[src/rtl/lifo_pkg.sv]
// Shared definitions for the 8-deep byte LIFO and its drain controller.
package lifo_pkg;

  localparam int LIFO_DEPTH = 8;
  localparam int LIFO_DW    = 8;

  localparam logic [2:0] ST_IDLE    = 3'd0;
  localparam logic [2:0] ST_ISSUE   = 3'd1;
  localparam logic [2:0] ST_CAPTURE = 3'd2;
  localparam logic [2:0] ST_HOLD    = 3'd3;
  localparam logic [2:0] ST_FIN     = 3'd4;

  typedef enum logic [2:0] {
    IDLE    = ST_IDLE,
    ISSUE   = ST_ISSUE,
    CAPTURE = ST_CAPTURE,
    HOLD    = ST_HOLD,
    FIN     = ST_FIN
  } drain_state_e;

endpackage

[src/rtl/lifo_drain_ctrl.sv]
// Pops up to COUNT bytes from the LIFO one at a time and forwards them over a
// valid/ready stream, flagging the final beat and any early underflow.
module lifo_drain_ctrl
  import lifo_pkg::*;
#(
  parameter int DW    = LIFO_DW,
  parameter int DEPTH = LIFO_DEPTH,
  parameter int CW    = 4
) (
  input  logic          clk,
  input  logic          reset,
  input  logic          start,
  input  logic [CW-1:0] count,
  input  logic          lifo_empty,
  output logic          lifo_rd,
  input  logic [DW-1:0] lifo_data,
  output logic          m_valid,
  input  logic          m_ready,
  output logic [DW-1:0] m_data,
  output logic          m_last,
  output logic          busy,
  output logic          done,
  output logic          underflow
);

  localparam logic [CW-1:0] DEPTH_C = CW'(DEPTH);
  localparam logic [CW-1:0] ONE_C   = CW'(1);

  drain_state_e  state_q, state_d;
  logic [CW-1:0] remaining_q, remaining_d;
  logic          m_valid_q, m_valid_d;
  logic [DW-1:0] m_data_q, m_data_d;
  logic          m_last_q, m_last_d;
  logic          busy_q, busy_d;
  logic          done_q, done_d;
  logic          underflow_q, underflow_d;

  always_comb begin
    state_d     = state_q;
    remaining_d = remaining_q;
    m_valid_d   = m_valid_q;
    m_data_d    = m_data_q;
    m_last_d    = m_last_q;
    underflow_d = underflow_q;
    case (state_q)
      IDLE: begin
        if (start) begin
          underflow_d = 1'b0;
          remaining_d = (count > DEPTH_C) ? DEPTH_C : count;
          state_d     = (count == '0) ? FIN : ISSUE;
        end
      end
      ISSUE: begin
        if (lifo_empty) begin
          underflow_d = 1'b1;
          state_d     = FIN;
        end else begin
          state_d = CAPTURE;
        end
      end
      CAPTURE: begin
        m_data_d  = lifo_data;
        m_valid_d = 1'b1;
        m_last_d  = (remaining_q == ONE_C);
        state_d   = HOLD;
      end
      HOLD: begin
        if (m_valid_q && m_ready) begin
          m_valid_d   = 1'b0;
          m_last_d    = 1'b0;
          remaining_d = remaining_q - ONE_C;
          state_d     = (remaining_q == ONE_C) ? FIN : ISSUE;
        end
      end
      FIN:     state_d = IDLE;
      default: state_d = IDLE;
    endcase
    // Status flags are registered against the state being entered so they line up with it.
    busy_d = (state_d != IDLE);
    done_d = (state_d == FIN);
  end

  always_ff @(posedge clk or negedge reset) begin
    if (!reset) begin
      state_q     <= IDLE;
      remaining_q <= '0;
      m_valid_q   <= 1'b0;
      m_data_q    <= '0;
      m_last_q    <= 1'b0;
      busy_q      <= 1'b0;
      done_q      <= 1'b0;
      underflow_q <= 1'b0;
    end else begin
      state_q     <= state_d;
      remaining_q <= remaining_d;
      m_valid_q   <= m_valid_d;
      m_data_q    <= m_data_d;
      m_last_q    <= m_last_d;
      busy_q      <= busy_d;
      done_q      <= done_d;
      underflow_q <= underflow_d;
    end
  end

  // The read strobe must see lifo_empty in the same cycle, so it cannot be registered.
  assign lifo_rd   = (state_q == ISSUE) && !lifo_empty;
  assign m_valid   = m_valid_q;
  assign m_data    = m_data_q;
  assign m_last    = m_last_q;
  assign busy      = busy_q;
  assign done      = done_q;
  assign underflow = underflow_q;

endmodule

[config.mk]
export PLATFORM = sky130hd
export DESIGN_NAME = lifo_drain_ctrl
export DESIGN_NICKNAME = d
export VERILOG_FILES = /design/src/rtl/lifo_pkg.sv /design/src/rtl/lifo_drain_ctrl.sv
export SDC_FILE = /design/constraint.sdc
export NUM_CORES = 1
export LEC_CHECK = 0
export ABC_AREA = 1
export CORE_MARGIN = 2
export CORE_UTILIZATION = 48
export CTS_CLUSTER_SIZE = 30
export DETAILED_ROUTE_END_ITERATION = 10
export GPL_TIMING_DRIVEN = 0
export PLACE_DENSITY = 0.82
export SETUP_SLACK_MARGIN = 0.2
export SYNTH_ARGS = -nofsm -noshare
export SYNTH_HDL_FRONTEND = slang
export SYNTH_SLANG_ARGS = --single-unit
[constraint.sdc]
create_clock -name clk -period 1.9 [get_ports clk]
set_input_delay 0.475 -clock clk [delete_from_list [all_inputs] [get_ports clk]]
set_output_delay 0.475 -clock clk [all_outputs]
set_load 0.1 [all_outputs]
==> out/summary.md, run 1 <==
For this design, the sink count on the clock tree is 20. The net count of the finished layout is 181, and the total global-route track usage is 19.1%. The tools report the number of global-route vias before repair as 890. Setup slack closes at 126 ps. The run gives 14 as the starting DRC count in detailed routing. Fraction of synthesized cell area taken by the top area cell type: 50.7%. The first global-routing pass estimated 3.63 mm of wire. In the synthesized netlist, the number of instances is 123. At the pin with the least slew margin, the transition time is 891 ps. Port buffering added 30 buffers. On the worst path, the slowest cell contributes a delay of 470 ps. The final layout contains routed wiring with a total length of 2.27 mm.

By area the synthesized netlist is led by sky130_fd_sc_hd__dfrtp_1 (51%), sky130_fd_sc_hd__nand2_1 (17%), sky130_fd_sc_hd__nand3_1 (6.1%). The flow ran to the end, and the final reports show no timing, DRC or antenna violations. After synthesis, the mean cell area works out to 8.03 µm². Summing all placed instances gives a cell area of 1330 µm².

The biggest area contributor in the post-synthesis netlist is sky130_fd_sc_hd__dfrtp_1. The tools report the worst slew margin relative to its limit as 40.4%. The tools report the final weighted congestion in routability-driven placement as 0.842. The count of synthesis-stage warnings from yosys came out at 0. After clock tree synthesis, the clock-pin slew on the worst setup and hold paths is 100 ps. The clock period could shrink to 1770 ps. The critical path data required time is 1420 ps. In the layout the commonest cells are sky130_fd_sc_hd__nand2_1 (44), sky130_fd_sc_hd__dfrtp_1 (19), sky130_fd_sc_hd__clkdlybuf4s50_1 (16). The finished cells cover 1370 µm².

The max-slew violation count was 0; the residual DRC count was 0. The cell sitting at the root of the clock tree is a sky130_fd_sc_hd__clkbuf_4. The die covers 2440 µm². For the sequential share of the synthesized area, the log shows 50.7%. For this run, the detailed router's first-pass iteration total came to 4. In this run the horizontal extent of the chip is 49.4 µm.

Dividing the detail-routed wire length by the instance count gives 12.1 µm. After detailed routing, the number of vias per cell comes to 4.91. During I/O placement, the number of pins put on the boundary was 31. Traced cell by cell, the critical path runs through clkdlybuf4s50_1 -> nor2_4 -> buf_12.

Data arrives at the worst endpoint at 1300 ps. The total negative slack for setup checks came out at 0 ps. The count of endpoints failing hold in the final timing report is 0.

For this block, the via count after detailed routing is 924. The tools report the initial antenna violation count as 0. The number of max-capacitance violations reported is 0.

Row generation in the floorplan step produced 16 rows. The worst hold-check slack is 482 ps. The number of nets handed over by synthesis was 142. The repair_antennas step left the layout with diodes totalling 0. The worst setup path is of the input port to output port kind.

The number of different library cells used by synthesis comes to 18. The region available for standard cell placement spans 1940 µm². Number of buffers created by CTS: 3. TritonCTS built the clock tree. STA classifies the critical path startpoint as an input port. The flip-flop and latch count after synthesis is 20. The hold buffer count at CTS was 0; the clock insertion delay at the later pin of the skew report was 280 ps.

The tools report the pre-CTS setup slack as -825 ps. Setup repair after global routing could not meet its margin everywhere. Detailed placement finished with a half-perimeter wire length of 1.68 mm.

The period utilization was 93.3%. For the count of final setup violators, the log shows 0. The floorplan step set the die height to 49.4 µm. The largest fanout on the critical path was 2; the clock skew after layout was 1.44 ps.

The worst setup path is captured at an output port. Entering global routing, the biggest net connects 21 pins. The tools report the netlist area before placement as 987 µm². The run gives 2 as the buffer depth of the longest clock path.

Summed over all layers, the global routing overflow is 0. For this configuration, the core starts out at a cell density of 50.8%. The share of layout cells above drive strength 1 is 24.2%. The level count of the clock H-tree came out at 1. The min-delay analysis places its worst path in the category register to register. On the critical path, the stage with the largest delay is an instance of sky130_fd_sc_hd__clkdlybuf4s50_1. The maximum clock rate is 564 MHz. The library cell used most frequently in the layout, excluding fill and tap cells, is sky130_fd_sc_hd__nand2_1.

The area growth from synthesis to layout was 38.4%. Once detail routing completed, the nets flagged for antenna violations numbered 0.
==> cell type report <==
class	count	area (µm²)
inverter	15	56.3
sequential	20	502
multi-input combinational	87	445
clock buffer	4	36.3
timing repair buffer	34	288
fill	173	576
buffer	1	5.00
tap	27	33.8
==> metal layers <==
metal	wire, µm	vias up	global-route usage, %
li1	-	461	-
met1	967	429	22.6
met2	1180	32	34.0
met3	111	2	3.68
met4	14	0	6.67
met5	0	-	0
==> synth_stat cells <==
cell type and number:
sky130_fd_sc_hd__nor2_4 1, sky130_fd_sc_hd__nand4_1 2, sky130_fd_sc_hd__inv_1 12, sky130_fd_sc_hd__o21ai_1 3
sky130_fd_sc_hd__o21ai_0 3, sky130_fd_sc_hd__o21ai_2 1, sky130_fd_sc_hd__ha_1 2, sky130_fd_sc_hd__inv_2 3
sky130_fd_sc_hd__nor2_2 1, sky130_fd_sc_hd__nor2_1 11, sky130_fd_sc_hd__nand2_2 2, sky130_fd_sc_hd__dfrtp_1 20
sky130_fd_sc_hd__nand3_1 12, sky130_fd_sc_hd__nor3_2 1, sky130_fd_sc_hd__nand2_1 44, sky130_fd_sc_hd__nand3_2 2
sky130_fd_sc_hd__buf_2 1, sky130_fd_sc_hd__nand2_4 2
==> registers in the layout, indices dropped and copies added, names as in the netlist <==
register / count
remaining_q: 4
m_last: 1
m_valid: 1
m_data: 8
done: 1
underflow: 1
busy: 1
state_q: 3
==> worst max-delay path: cells and delay by family <==
| family | cells | cell delay, ps |
|---|---|---|
| buf+inv | 2 | 660 |
| simple gates | 1 | 160 |
==> cells by family after synthesis <==
logic type / synth area share, %
fa+ha+maj: 2.53
compound gates: 3.93
buf+inv: 6.21
flops: 50.7
simple gates: 36.6
==> final timing paths <==
kind | to | startpoint | slack (ps) | cells after the start
min reg2reg | underflow | underflow | 480 | 2
min in group asynchronous | remaining_q[1] | reset | 680 | 1
max | lifo_rd | lifo_empty | 130 | 3
min | underflow | underflow | 480 | 2
max in group asynchronous | state_q[1] | reset | 620 | 1
max reg2reg | busy | state_q[1] | 500 | 8
==> through the flow <==
stage | instances | util (%)
final | 188 | 70.4
after global routing | 188 | 70.4
after CTS | 184 | 71.1
after detailed placement | 180 | 68.4
after global placement | 180 | 68.4
after floorplan | 123 | -
==> what timing repair did <==
action / 4_1_cts / 5_1_grt
endpoints found under the hold margin: 0 / 0
setup endpoints to repair: 14 / 11
gates resized for setup: 53 / 20
buffers inserted: 0 / 4
gates cloned: 0 / 0
pin swaps: 0 / 1
Power of run 1 is not shown: default switching activity piles up to over one toggle a cycle in this logic, so the estimate is an artifact.
==> inputs of run 2 (changes only) <==
Settings changed: CORE_UTILIZATION 48 to 40, GPL_ROUTABILITY_DRIVEN from default to 1, PLACE_DENSITY 0.82 to 0.73.
Clock period 1.9 ns to 1.5 ns, I/O delays scaled along.
==> run 2 against run 1 <==
Effect of this change:
- the run now ends with setup timing left
- non-clock buffer count grew 3
- first-iteration DRC count grew 7.1%
- cell count grew 3.2%
- global-route usage grew 0.71 points
- wire length grew 7.0%
- setup slack lost 170 ps
- sequential share of layout area shrank 4.5 points
- flip-flop and latch count is the same
- clock-buffer cell count is the same
- largest cell class unchanged
- highest routed layer unchanged
==> out/summary.md, run 2 (synthesized netlist as in run 1, its figures left out) <==
The run gives 0 (unchanged) as the number of max-capacitance violations reported. For the post-detailed-placement half-perimeter wirelength, the log shows 1.67 mm (-0.54%). TritonCTS built the clock tree. The die boundary width was 53.7 µm (+8.8%); the worst slew margin relative to its limit was 42.1% (+1.7 points). In this run the clock root is driven by a sky130_fd_sc_hd__clkbuf_4. For this run, the top clock speed supported by timing is 650 MHz. The tools report the buffer depth of the longest clock path as 2 (unchanged). The period utilization works out to 103%. The minimum setup slack in the final design came out at -39.6 ps (-166 ps).

The die outline height works out to 53.7 µm (+8.8%). For the max-slew violation count, the log shows 0 (unchanged). The wire length reported by the detailed router came out at 2.43 mm (+7.0%). For the wire length of the first global-routing pass, the log shows 4.08 mm (+13%). The slew of the pin with the lowest slew margin is 869 ps (-22.5 ps). The tools report the worst hold-check slack as 289 ps (-193 ps).

The clock insertion delay at the later pin of the skew report was 300 ps (+20 ps). Among all stages on the critical path, the largest delay is contributed by sky130_fd_sc_hd__dfrtp_1. The area enclosed by the die boundary was 2880 µm² (+18%).

For the hold buffer count at CTS, the log shows 0 (unchanged). The count of endpoints failing hold in the final timing report was 0 (unchanged); the critical path data required time was 1120 ps (-300 ps). The net count of the finished layout was 184 (+1.7%); the number of fill cells in the layout was 204 (+18%). The path type of the worst setup path was register to output port. The run gives 4 (unchanged) as the total iterations of the first detailed-routing run. The worst setup path is captured at an output port.

The ratio of routed vias to standard cells is 4.85 (-1.4%). The highest cell delay on the worst timing path was 400 ps (-70 ps). The tools report the clock skew after layout as 8.31 ps (+6.87 ps). The number of cell instances on the worst register-to-register path came out at 7 (-1). The area growth from synthesis to layout is 58.9%. The largest fanout on the critical path was 2 (unchanged); the via count of the routed design was 940 (+1.7%). In the layout the commonest cells are sky130_fd_sc_hd__nand2_1 (43), sky130_fd_sc_hd__dfrtp_1 (18), sky130_fd_sc_hd__clkdlybuf4s50_1 (14).

The number of buffers added on ports was 30 (unchanged); the number of ports placed on the die boundary was 31 (unchanged). Number of global-route vias before repair: 975 (+9.6%). The tools report the starting DRC count in detailed routing as 15 (+1). The flip-flop count of the largest register, all copies and words added is 8 (unchanged). The placeable core region was 2410 µm² (+24%); the initial antenna violation count was 0 (unchanged). The count of final setup violators is 1 (+1). The final reports fail on setup timing.

The tightest min-delay check is of the input port to asynchronous set/reset pin type. The startpoint identified for the worst register-to-register timing path is state_q[2]. The final weighted congestion in routability-driven placement was 0.889 (+5.6%). The average detailed-routed wire length per instance was 12.5 µm (+3.7%); the standard-cell row count was 18 (+2). The slack of the worst reg-to-reg path was 90 ps (-410 ps).

The clock-pin transition on the worst setup and hold timing paths is 110 ps (about the same), and the number of buffers created by CTS is 3 (unchanged). The worst register-to-register path ends at m_data[3]. Setup repair after global routing could not meet its margin everywhere.

Maximum number of pins on one net before global-route repair: 21 (unchanged). The remaining antenna violation count is 0 (unchanged), and the residual DRC count is 0 (unchanged). The buffers plus inverters on the worst setup path is 2 (unchanged). The worst setup path is launched from a register. The total clock sinks came out at 20 (unchanged).

The initial core utilization was 41.0% (-9.9 points). Among cell families on the critical path, the largest total delay comes from flip-flops. The share of layout cells above drive strength 1 came out at 28.7% (+4.4 points). For the arrival time at the worst endpoint, the log shows 1160 ps (-140 ps).

The number of antenna diodes came out at 0 (unchanged). The total global-route track usage was 19.8% (+0.71 points). The total negative slack for setup checks was -39.6 ps (-39.6 ps); the total global routing overflow was 0 (unchanged). The shortest period the worst path allows works out to 1540 ps.

Walking the worst path, the cells encountered are inv_2 -> nand3_4 -> nor2_4 -> buf_12. The flow ran to the end, but the final reports show violations. For the level count of the clock H-tree, the log shows 1 (unchanged). Leaving out fill and tap cells, the most frequent cell in the layout is sky130_fd_sc_hd__nand2_1.
run 2: what timing repair did:
| item | CTS | global route |
|---|---|---|
| setup buffers | 5 | 2 |
| gates resized for setup | 112 | 21 |
| pin swaps | 2 | 0 |
| setup endpoints to repair | 16 | 30 |
run 2: final cells by class:
| class | instances | area (µm²) | area share (%) |
|---|---|---|---|
| multi-input cells | 87 | 463 | 29.5 |
| inverters | 15 | 58.8 | 3.75 |
| clock buffers | 4 | 26.3 | 1.67 |
| well taps | 30 | 37.5 | 2.39 |
| repair buffers | 37 | 473 | 30.1 |
| flip-flops and latches | 20 | 505 | 32.2 |
| plain buffers | 1 | 5.00 | 0.319 |
run 2: worst max-delay path by stage:
stage | from | endpoint | slack, ps | cells after the start
2_1_floorplan | state_q[1] | lifo_rd | 10 | 3
3_3_place_gp | lifo_empty | lifo_rd | -970 | 3
3_5_place_dp | lifo_empty | lifo_rd | -980 | 3
4_1_cts | state_q[1] | lifo_rd | -40 | 4
5_1_grt | state_q[1] | lifo_rd | -120 | 4
6_report | state_q[1] | lifo_rd | -40 | 4
run 2: worst reg2reg max path, delay by kind of cell (launching register included):
kind	cells	cell delay, ps
buffers and inverters	3	470
DFF	1	410
and+or+nand+nor	4	440
run 2: stage by stage:
step,setup WS (ps),utilization (%),instance area [µm²],cells
6_report,-39.6,65.1,1570,194
5_1_grt,-119,65.1,1570,194
4_1_cts,-37.7,60.8,1470,192
3_5_place_dp,-984,55.7,1340,183
3_3_place_gp,-967,55.7,1340,183
2_1_floorplan,11.8,-,1000,123
run 2: per-layer routing:
| metal | up-vias | global-route usage, % | part of all wire (%) |
|---|---|---|---|
| met2 | 34 | 35.6 | 52 |
| met3 | 4 | 4.44 | 6.3 |
| met1 | 439 | 22.3 | 41 |
| met4 | 0 | 8.12 | 1.2 |
| li1 | 463 | - | - |
| met5 | - | 0 | 0 |
Power of run 2 is left out for the same reason.
